--- config.mk ---
export PLATFORM = sky130hd
export DESIGN_NAME = mul_div_unit
export DESIGN_NICKNAME = d
export VERILOG_FILES = /design/src/rtl/mul_div_unit.sv
export SDC_FILE = /design/constraint.sdc
export NUM_CORES = 1
export LEC_CHECK = 0
export ABC_AREA = 1
export CORE_ASPECT_RATIO = 0.75
export CORE_MARGIN = 2
export CORE_UTILIZATION = 45
export CTS_BUF_LIST = sky130_fd_sc_hd__clkbuf_4 sky130_fd_sc_hd__clkbuf_8 sky130_fd_sc_hd__clkbuf_16
export DETAILED_ROUTE_END_ITERATION = 8
export PLACE_DENSITY = 0.75
export SETUP_SLACK_MARGIN = 0.4
export SKIP_CTS_REPAIR_TIMING = 1
export SYNTH_ARGS = -nofsm -noshare
export SYNTH_HDL_FRONTEND = slang
export SYNTH_SLANG_ARGS = --single-unit
--- constraint.sdc ---
create_clock -name clk -period 7.2 [get_ports clk]
set_input_delay 1.44 -clock clk [delete_from_list [all_inputs] [get_ports clk]]
set_output_delay 1.44 -clock clk [all_outputs]
set_load 0.05 [all_outputs]
--- src/rtl/mul_div_unit.sv ---
// Iterative MULT/MULTU/DIV/DIVU unit with HI/LO result registers, one bit per cycle.
// Optional MTHI/MTLO write ports are enabled by defining MDU_MTHILO_EN.
module mul_div_unit #(
    parameter int unsigned DP_WIDTH = 32
) (
    input  logic                clk,
    input  logic                rst,
    input  logic                start_i,
    input  logic [1:0]          op_i,
    input  logic [DP_WIDTH-1:0] a_i,
    input  logic [DP_WIDTH-1:0] b_i,
`ifdef MDU_MTHILO_EN
    input  logic                wr_hi_i,
    input  logic                wr_lo_i,
    input  logic [DP_WIDTH-1:0] wdata_i,
`endif
    output logic                busy_o,
    output logic                done_o,
    output logic                div_by_zero_o,
    output logic [DP_WIDTH-1:0] hi_o,
    output logic [DP_WIDTH-1:0] lo_o
);
    localparam int unsigned W    = DP_WIDTH;
    localparam int unsigned CntW = $clog2(DP_WIDTH) + 1;

    typedef enum logic [1:0] {StIdle, StCalc, StFix} state_e;

    state_e          state_q, state_d;
    logic [CntW-1:0] cnt_q, cnt_d;
    logic [2*W-1:0]  acc_q, acc_d;
    logic [W-1:0]    divisor_q, divisor_d;
    logic            is_div_q, is_div_d;
    logic            neg_q, neg_d;
    logic            rem_neg_q, rem_neg_d;
    logic            dbz_q, dbz_d;
    logic            dbz_out_q, dbz_out_d;
    logic            done_q, done_d;
    logic [W-1:0]    hi_q, hi_d;
    logic [W-1:0]    lo_q, lo_d;

    logic            is_signed;
    logic [W-1:0]    mag_a, mag_b;
    logic [W:0]      mul_sum, div_diff;
    logic [2*W-1:0]  prod;
    logic [W-1:0]    quot, rem;

    always_comb begin
        state_d   = state_q;
        cnt_d     = cnt_q;
        acc_d     = acc_q;
        divisor_d = divisor_q;
        is_div_d  = is_div_q;
        neg_d     = neg_q;
        rem_neg_d = rem_neg_q;
        dbz_d     = dbz_q;
        dbz_out_d = dbz_out_q;
        done_d    = 1'b0;
        hi_d      = hi_q;
        lo_d      = lo_q;

        is_signed = ~op_i[0];
        mag_a     = (is_signed && a_i[W-1]) ? -a_i : a_i;
        mag_b     = (is_signed && b_i[W-1]) ? -b_i : b_i;
        mul_sum   = {1'b0, acc_q[2*W-1:W]} + (acc_q[0] ? {1'b0, divisor_q} : {(W+1){1'b0}});
        // Partial remainder (W bits) shifted left with the next dividend bit appended.
        div_diff  = acc_q[2*W-1:W-1] - {1'b0, divisor_q};
        prod      = neg_q ? -acc_q : acc_q;
        quot      = neg_q ? -acc_q[W-1:0] : acc_q[W-1:0];
        rem       = rem_neg_q ? -acc_q[2*W-1:W] : acc_q[2*W-1:W];

        unique case (state_q)
            StIdle: begin
`ifdef MDU_MTHILO_EN
                if (wr_hi_i) hi_d = wdata_i;
                if (wr_lo_i) lo_d = wdata_i;
`endif
                if (start_i) begin
                    is_div_d  = op_i[1];
                    divisor_d = mag_b;
                    cnt_d     = '0;
                    neg_d     = is_signed && (a_i[W-1] ^ b_i[W-1]);
                    rem_neg_d = is_signed && op_i[1] && a_i[W-1];
                    if (op_i[1] && (b_i == '0)) begin
                        // Keep the raw dividend; it becomes HI on the FIX edge.
                        acc_d   = {{W{1'b0}}, a_i};
                        dbz_d   = 1'b1;
                        state_d = StFix;
                    end else begin
                        acc_d   = {{W{1'b0}}, mag_a};
                        dbz_d   = 1'b0;
                        state_d = StCalc;
                    end
                end
            end
            StCalc: begin
                if (is_div_q) begin
                    if (!div_diff[W]) acc_d = {div_diff[W-1:0], acc_q[W-2:0], 1'b1};
                    else              acc_d = {acc_q[2*W-2:0], 1'b0};
                end else begin
                    acc_d = {mul_sum, acc_q[W-1:1]};
                end
                cnt_d = cnt_q + 1'b1;
                if (cnt_q == CntW'(W - 1)) state_d = StFix;
            end
            StFix: begin
                done_d    = 1'b1;
                dbz_out_d = dbz_q;
                state_d   = StIdle;
                if (dbz_q) begin
                    hi_d = acc_q[W-1:0];
                    lo_d = '1;
                end else if (is_div_q) begin
                    hi_d = rem;
                    lo_d = quot;
                end else begin
                    hi_d = prod[2*W-1:W];
                    lo_d = prod[W-1:0];
                end
            end
            default: state_d = StIdle;
        endcase
    end

    always_ff @(posedge clk) begin
        if (rst) begin
            state_q   <= StIdle;
            cnt_q     <= '0;
            acc_q     <= '0;
            divisor_q <= '0;
            is_div_q  <= 1'b0;
            neg_q     <= 1'b0;
            rem_neg_q <= 1'b0;
            dbz_q     <= 1'b0;
            dbz_out_q <= 1'b0;
            done_q    <= 1'b0;
            hi_q      <= '0;
            lo_q      <= '0;
        end else begin
            state_q   <= state_d;
            cnt_q     <= cnt_d;
            acc_q     <= acc_d;
            divisor_q <= divisor_d;
            is_div_q  <= is_div_d;
            neg_q     <= neg_d;
            rem_neg_q <= rem_neg_d;
            dbz_q     <= dbz_d;
            dbz_out_q <= dbz_out_d;
            done_q    <= done_d;
            hi_q      <= hi_d;
            lo_q      <= lo_d;
        end
    end

    assign busy_o        = (state_q != StIdle);
    assign done_o        = done_q;
    assign div_by_zero_o = dbz_out_q;
    assign hi_o          = hi_q;
    assign lo_o          = lo_q;
endmodule

==> impl_metrics.toml, run 1 <==
[sta]
setup_viol = 0
worst_slew_pin_slew_ps = 1040
hold_viol_final = 0
period_minus_slack_ps = 4480
layout_setup_ws_ps = 2720
hold_ws_ps = 463
max_slew_margin = 0.307
rsz0062_at_grt = "no"
finalCritPeriodShare = 0.622
tns_ps = 0
clock.fmax_mhz = 223
clock_skew_ps = 21.9
slew_violations = 0

[synth]
synthTopCellsByArea = "dfxtp_1 (20%), nand2_1 (19%), inv_1 (10%)"
async_flop_share = 0
synth_edf_count = 0
synthCells = 3043
yosysUniqueCellTypes = 53
syn-cell-area_um2 = 17100
synth_top_area_frac = 0.203
ys_ff_latch = 174
synth_area_leader_cell = "dfxtp_1"
ys.flop_type = "dfxtp_1"
avgSynthCellArea_um2 = 5.63
yosysSeqAreaShare = 0.203
yosysWarnings = 0
synthesis.nets = 3183

[clock_tree]
numClockSinks = 174
clkTransAtPathRegs_ps = 70
cts_tree = "done"
clk_path_buf_depth = 2
root_buffer = "clkbuf_16"
insertion_delay_ps = 470
htreeDepth = 4
cts_buffers = 17

[critical_path]
cp-start-kind = "input port"
crit_slowest_cell = "nor2_4"
reg2reg_slack_ps = 3390
crit_chain = "clkdlybuf4s50_1, nand2_1, inv_2, nor2_4, inv_2, o21ai_0, a21oi_2"
r2r_start = "acc_q[38]"
setup.worst_path.start = "start_i"
crit_top_cell = "inv_2"
critPathKind = "input port to flop"
rr_worst_depth = 14
r2r-end = "acc_q[48]"
crit_path_end_kind = "flop"
worstPathArrival_ps = 4830
critPathCapture = "acc_q[13]"
critical-path-max-stage-delay_ps = 930
crit_required_ps = 7550
cp_max_fo = 53

[die]
die_y_um = 173
dieArea_um2 = 39700
coreArea_um2 = 37300
io_pins = 136
die_w_um = 229
row_count = 61
start_util = 0.459

[cells_and_area]
n_fill_cell = 3978
final_util = 0.519
n_antenna_cell = 0
drive_gt1_frac = 0.0415
nNetsFinal = 3239
final_cells = 3616
syn2layout_area_growth_pct = 13.0
final_area_um2 = 19400

[drt]
postRouteAntennaNets = 0
drc = 0
wl_per_cell_um = 20.1
vias_per_cell = 5.80
first_pass_iters = 6
vias = 21000
wl_um = 72800
drtIter0Drc = 2963

[hold_path]
hold_class = "flop to flop"

[power]
leakage_nw = 9.55
ir_worst_vdd_mv = 0.185
p_per_area_nw_per_um2 = 183
power_mw = 3.55

[grt]
use_met3 = 0.0904
met2_usage = 0.470
busiest_layer = "met1"
antenna_found_initial = 0
grt_util_met1 = 0.570
grt_overflow = 0
grt_usage = 0.359
grt_max_degree = 93
grt_pass1_vias = 18800
grt_pass1_wl_um = 111000

[placement]
pre_cts_ws_ps = 2310
place_inst = 3584
portBuffers = 135
placed_area_um2 = 18800
routabilityCongestion = 1.04
dp_hpwl_um = 57300

[flow_run]
cap_viol_max_count = 0

[status]
status = "finished, final reports clean"
-- registers in the layout (all words and copies together), names as in the netlist --
| signal | cells |
|---|---|
| div_by_zero_o | 1 |
| acc_q | 64 |
| divisor_q | 32 |
| hi_o | 32 |
| lo_o | 32 |
| done_o | 1 |
| dbz_q | 1 |
| neg_q | 1 |
| cnt_q | 6 |
| is_div_q | 1 |
| state_q | 2 |
| rem_neg_q | 1 |
-- critical path: cells and delay by family --
family          cells  cell delay (ps)
simple gates        2             1500
buf+inv             3             1420
compound gates      2              410
-- cell usage in the layout, fill, tap and decap left out, types with 39 or more instances in the layout --
cell type | synthesis | layout
a21oi_1 | 271 | 271
clkdlybuf4s50_1 | 0 | 134
dfxtp_1 | 174 | 172
ha_1 | 69 | 69
inv_1 | 460 | 458
nand2_1 | 872 | 872
nand3_1 | 296 | 296
nand4_1 | 39 | 39
nor2_1 | 258 | 255
o21ai_0 | 202 | 202
xor2_1 | 52 | 52
-- Yosys cell counts (30+ instances only) --
master and count:
nand2_1 872, dfxtp_1 174, a21oi_1 271, xor2_1 52, nor2_1 258, inv_1 460, nor3_1 30, o221ai_1 31
ha_1 69, o21ai_0 202, nand3_1 296, nand4_1 39, clkbuf_1 81
-- report_power, final --
group	switching [mW]	internal [mW]
combinational	0.996	0.410
clock	0.471	0.534
sequential	0.114	1.03
-- metal layers --
metal  vias up  routed length [um]
li1       9977                   -
met1      9704               35300
met2      1192               26800
met3        87                9420
met4         0                1300
met5         -                   0
-- cells by family after synthesis --
logic type      after synthesis  share of synthesized area
compound gates              584                      0.189
fa+ha+maj                    71                     0.0527
simple gates               1569                      0.393
xor+xnor                     59                     0.0301
flops                       174                      0.203
buf+inv                     586                      0.132
-- layout make-up --
class | instances | area [um2] | share of cell area
Multi-Input combinational cell | 2283 | 11400 | 0.589
Sequential cell | 174 | 3490 | 0.180
Inverter | 473 | 1780 | 0.0916
Timing Repair Buffer | 150 | 1460 | 0.0753
Tap cell | 504 | 631 | 0.0325
Clock buffer | 18 | 439 | 0.0227
Clock inverter | 14 | 173 | 0.00891
-- worst min path at each step --
stage              from       end  slack, ps  cells after the start
2_1_floorplan  cnt_q[5]  cnt_q[5]        430                      1
3_3_place_gp   cnt_q[5]  cnt_q[5]        450                      1
3_5_place_dp   hi_o[24]  hi_o[24]        450                      2
4_1_cts        hi_o[24]  hi_o[24]        460                      2
5_1_grt        hi_o[29]  hi_o[29]        480                      2
6_report       hi_o[29]  hi_o[29]        460                      2
Note: power is estimated with default switching activity, not from simulation.
==> run 2, diff against run 1 <==
Clock period 7.2 ns to 4.23 ns, I/O delays scaled along.
==> impl_metrics.toml, run 2 (same netlist as run 1, synthesis figures left out) <==
[sta]
period_minus_slack_ps = 3440
slew_violations = 0
worst_slew_pin_slew_ps = 1100
max_slew_margin = 0.269
tns_ps = 0
clock.fmax_mhz = 290
hold_viol_final = 0
finalCritPeriodShare = 0.814
clock_skew_ps = 16.4
rsz0062_at_grt = "no"
setup_viol = 0

[grt]
grt_pass1_vias = 19100
grt_max_degree = 87
grt_usage = 0.376
grt_overflow = 0
grt_util_met1 = 0.587
grt_pass1_wl_um = 115000
met2_usage = 0.499
use_met3 = 0.102
antenna_found_initial = 1
busiest_layer = "met1"

[die]
io_pins = 136
die_y_um = 173
start_util = 0.459
die_w_um = 229
row_count = 61
coreArea_um2 = 37300
dieArea_um2 = 39700

[critical_path]
r2r_start = "acc_q[0]"
crit_path_end_kind = "flop"
reg2reg_slack_ps = 790
cp-start-kind = "flop"
rr_worst_depth = 13
cp_max_fo = 35
crit_slowest_cell = "buf_4"
crit_chain = "buf_4, nand2_1, inv_1, ha_1, a21oi_1, nor2_1, o21ai_0, nand3_1, nand2_1, inv_1, o21ai_0, nand3_1, a21oi_1"
r2r-end = "acc_q[43]"
critical-path-max-stage-delay_ps = 450
setup.worst_path.start = "acc_q[0]"
worstPathArrival_ps = 3840
critPathCapture = "acc_q[43]"
crit_required_ps = 4630
critPathKind = "flop to flop"

[drt]
wl_um = 75600
postRouteAntennaNets = 0
drtIter0Drc = 3222
drc = 0
vias = 21200
first_pass_iters = 6
wl_per_cell_um = 20.7
vias_per_cell = 5.80

[cells_and_area]
ff_latch_area_um2 = 3480
final_area_um2 = 19600
final_common_cell = "nand2_1"
n_fill_cell = 3929
drive_gt1_frac = 0.0503
regMostFlops = "acc_q"
nNetsFinal = 3270
multi_input_comb_area_um2 = 11400
final_util = 0.525
n_antenna_cell = 0
final_cell_mix = "nand2_1 (872), inv_1 (458), nand3_1 (296), a21oi_1 (271), nor2_1 (255)"
syn2layout_area_growth_pct = 14.4
largest_register_ffs = 64

[flow_run]
cap_viol_max_count = 0

[placement]
placed_area_um2 = 19000
portBuffers = 135
dp_hpwl_um = 60400
routabilityCongestion = 1.01

[clock_tree]
clk_path_buf_depth = 2
root_buffer = "clkbuf_16"
clkTransAtPathRegs_ps = 80
cts_buffers = 17
cts_tree = "done"
htreeDepth = 4
insertion_delay_ps = 480
numClockSinks = 174

[status]
status = "finished, final reports clean"

[power]
ir_worst_vdd_mv = 0.287
power_mw = 6.12
p_per_area_nw_per_um2 = 312
leakage_nw = 9.70

[hold_path]
hp-start = "hi_o[12]"
hold_class = "flop to flop"
## run 2: changes by cell type in the layout (fill, tap and decap cells not counted), sizes merged
cell | before | now
inv | 476 | 477
clkinv | 7 | 5
buf | 16 | 47
## run 2: metal layers
| metal | wire length, um | part of all wire | vias to the layer above |
|---|---|---|---|
| met5 | 0 | 0 | - |
| li1 | - | - | 10000 |
| met3 | 10400 | 0.14 | 119 |
| met1 | 35600 | 0.47 | 9751 |
| met2 | 28100 | 0.37 | 1252 |
| met4 | 1550 | 0.021 | 0 |
## run 2: cell type report
cell class,instances,area share
multi-input cells,2283,0.582
well taps,504,0.0322
inverters,473,0.0906
repair buffers,181,0.0863
flip-flops and latches,174,0.178
clock inverters,13,0.00874
clock buffers,18,0.0224
## run 2: worst min path at each step
stage | endpoint | slack (ps) | cells past startpoint
final | hi_o[12] | 460 | 2
after global routing | hi_o[23] | 480 | 2
after CTS | hi_o[16] | 460 | 2
after detailed placement | hi_o[16] | 450 | 2
after global placement | cnt_q[5] | 440 | 1
after floorplan | cnt_q[5] | 430 | 1
## run 2: through the flow
step / hold WS [ps] / setup slack [ps] / cells
after global routing: 482 / 672 / 3646
after floorplan: 431 / 1580 / 3043
after detailed placement: 454 / 1010 / 3615
final: 464 / 787 / 3646
after global placement: 443 / 1040 / 3615
after CTS: 465 / 1050 / 3646
## run 2: worst max-delay path, delay by kind of cell (launching register included)
family	cells	cell delay [ps]
AO/OA/AOI/OAI	4	1250
adder cells (fa/ha/maj)	1	310
buffers and inverters	3	660
flip-flops	1	340
AND/OR/NAND/NOR	5	790
## run 2: where the power goes
group	internal, mW	switching (mW)
registers	1.75	0.155
logic	0.723	1.77
clock network	0.910	0.817
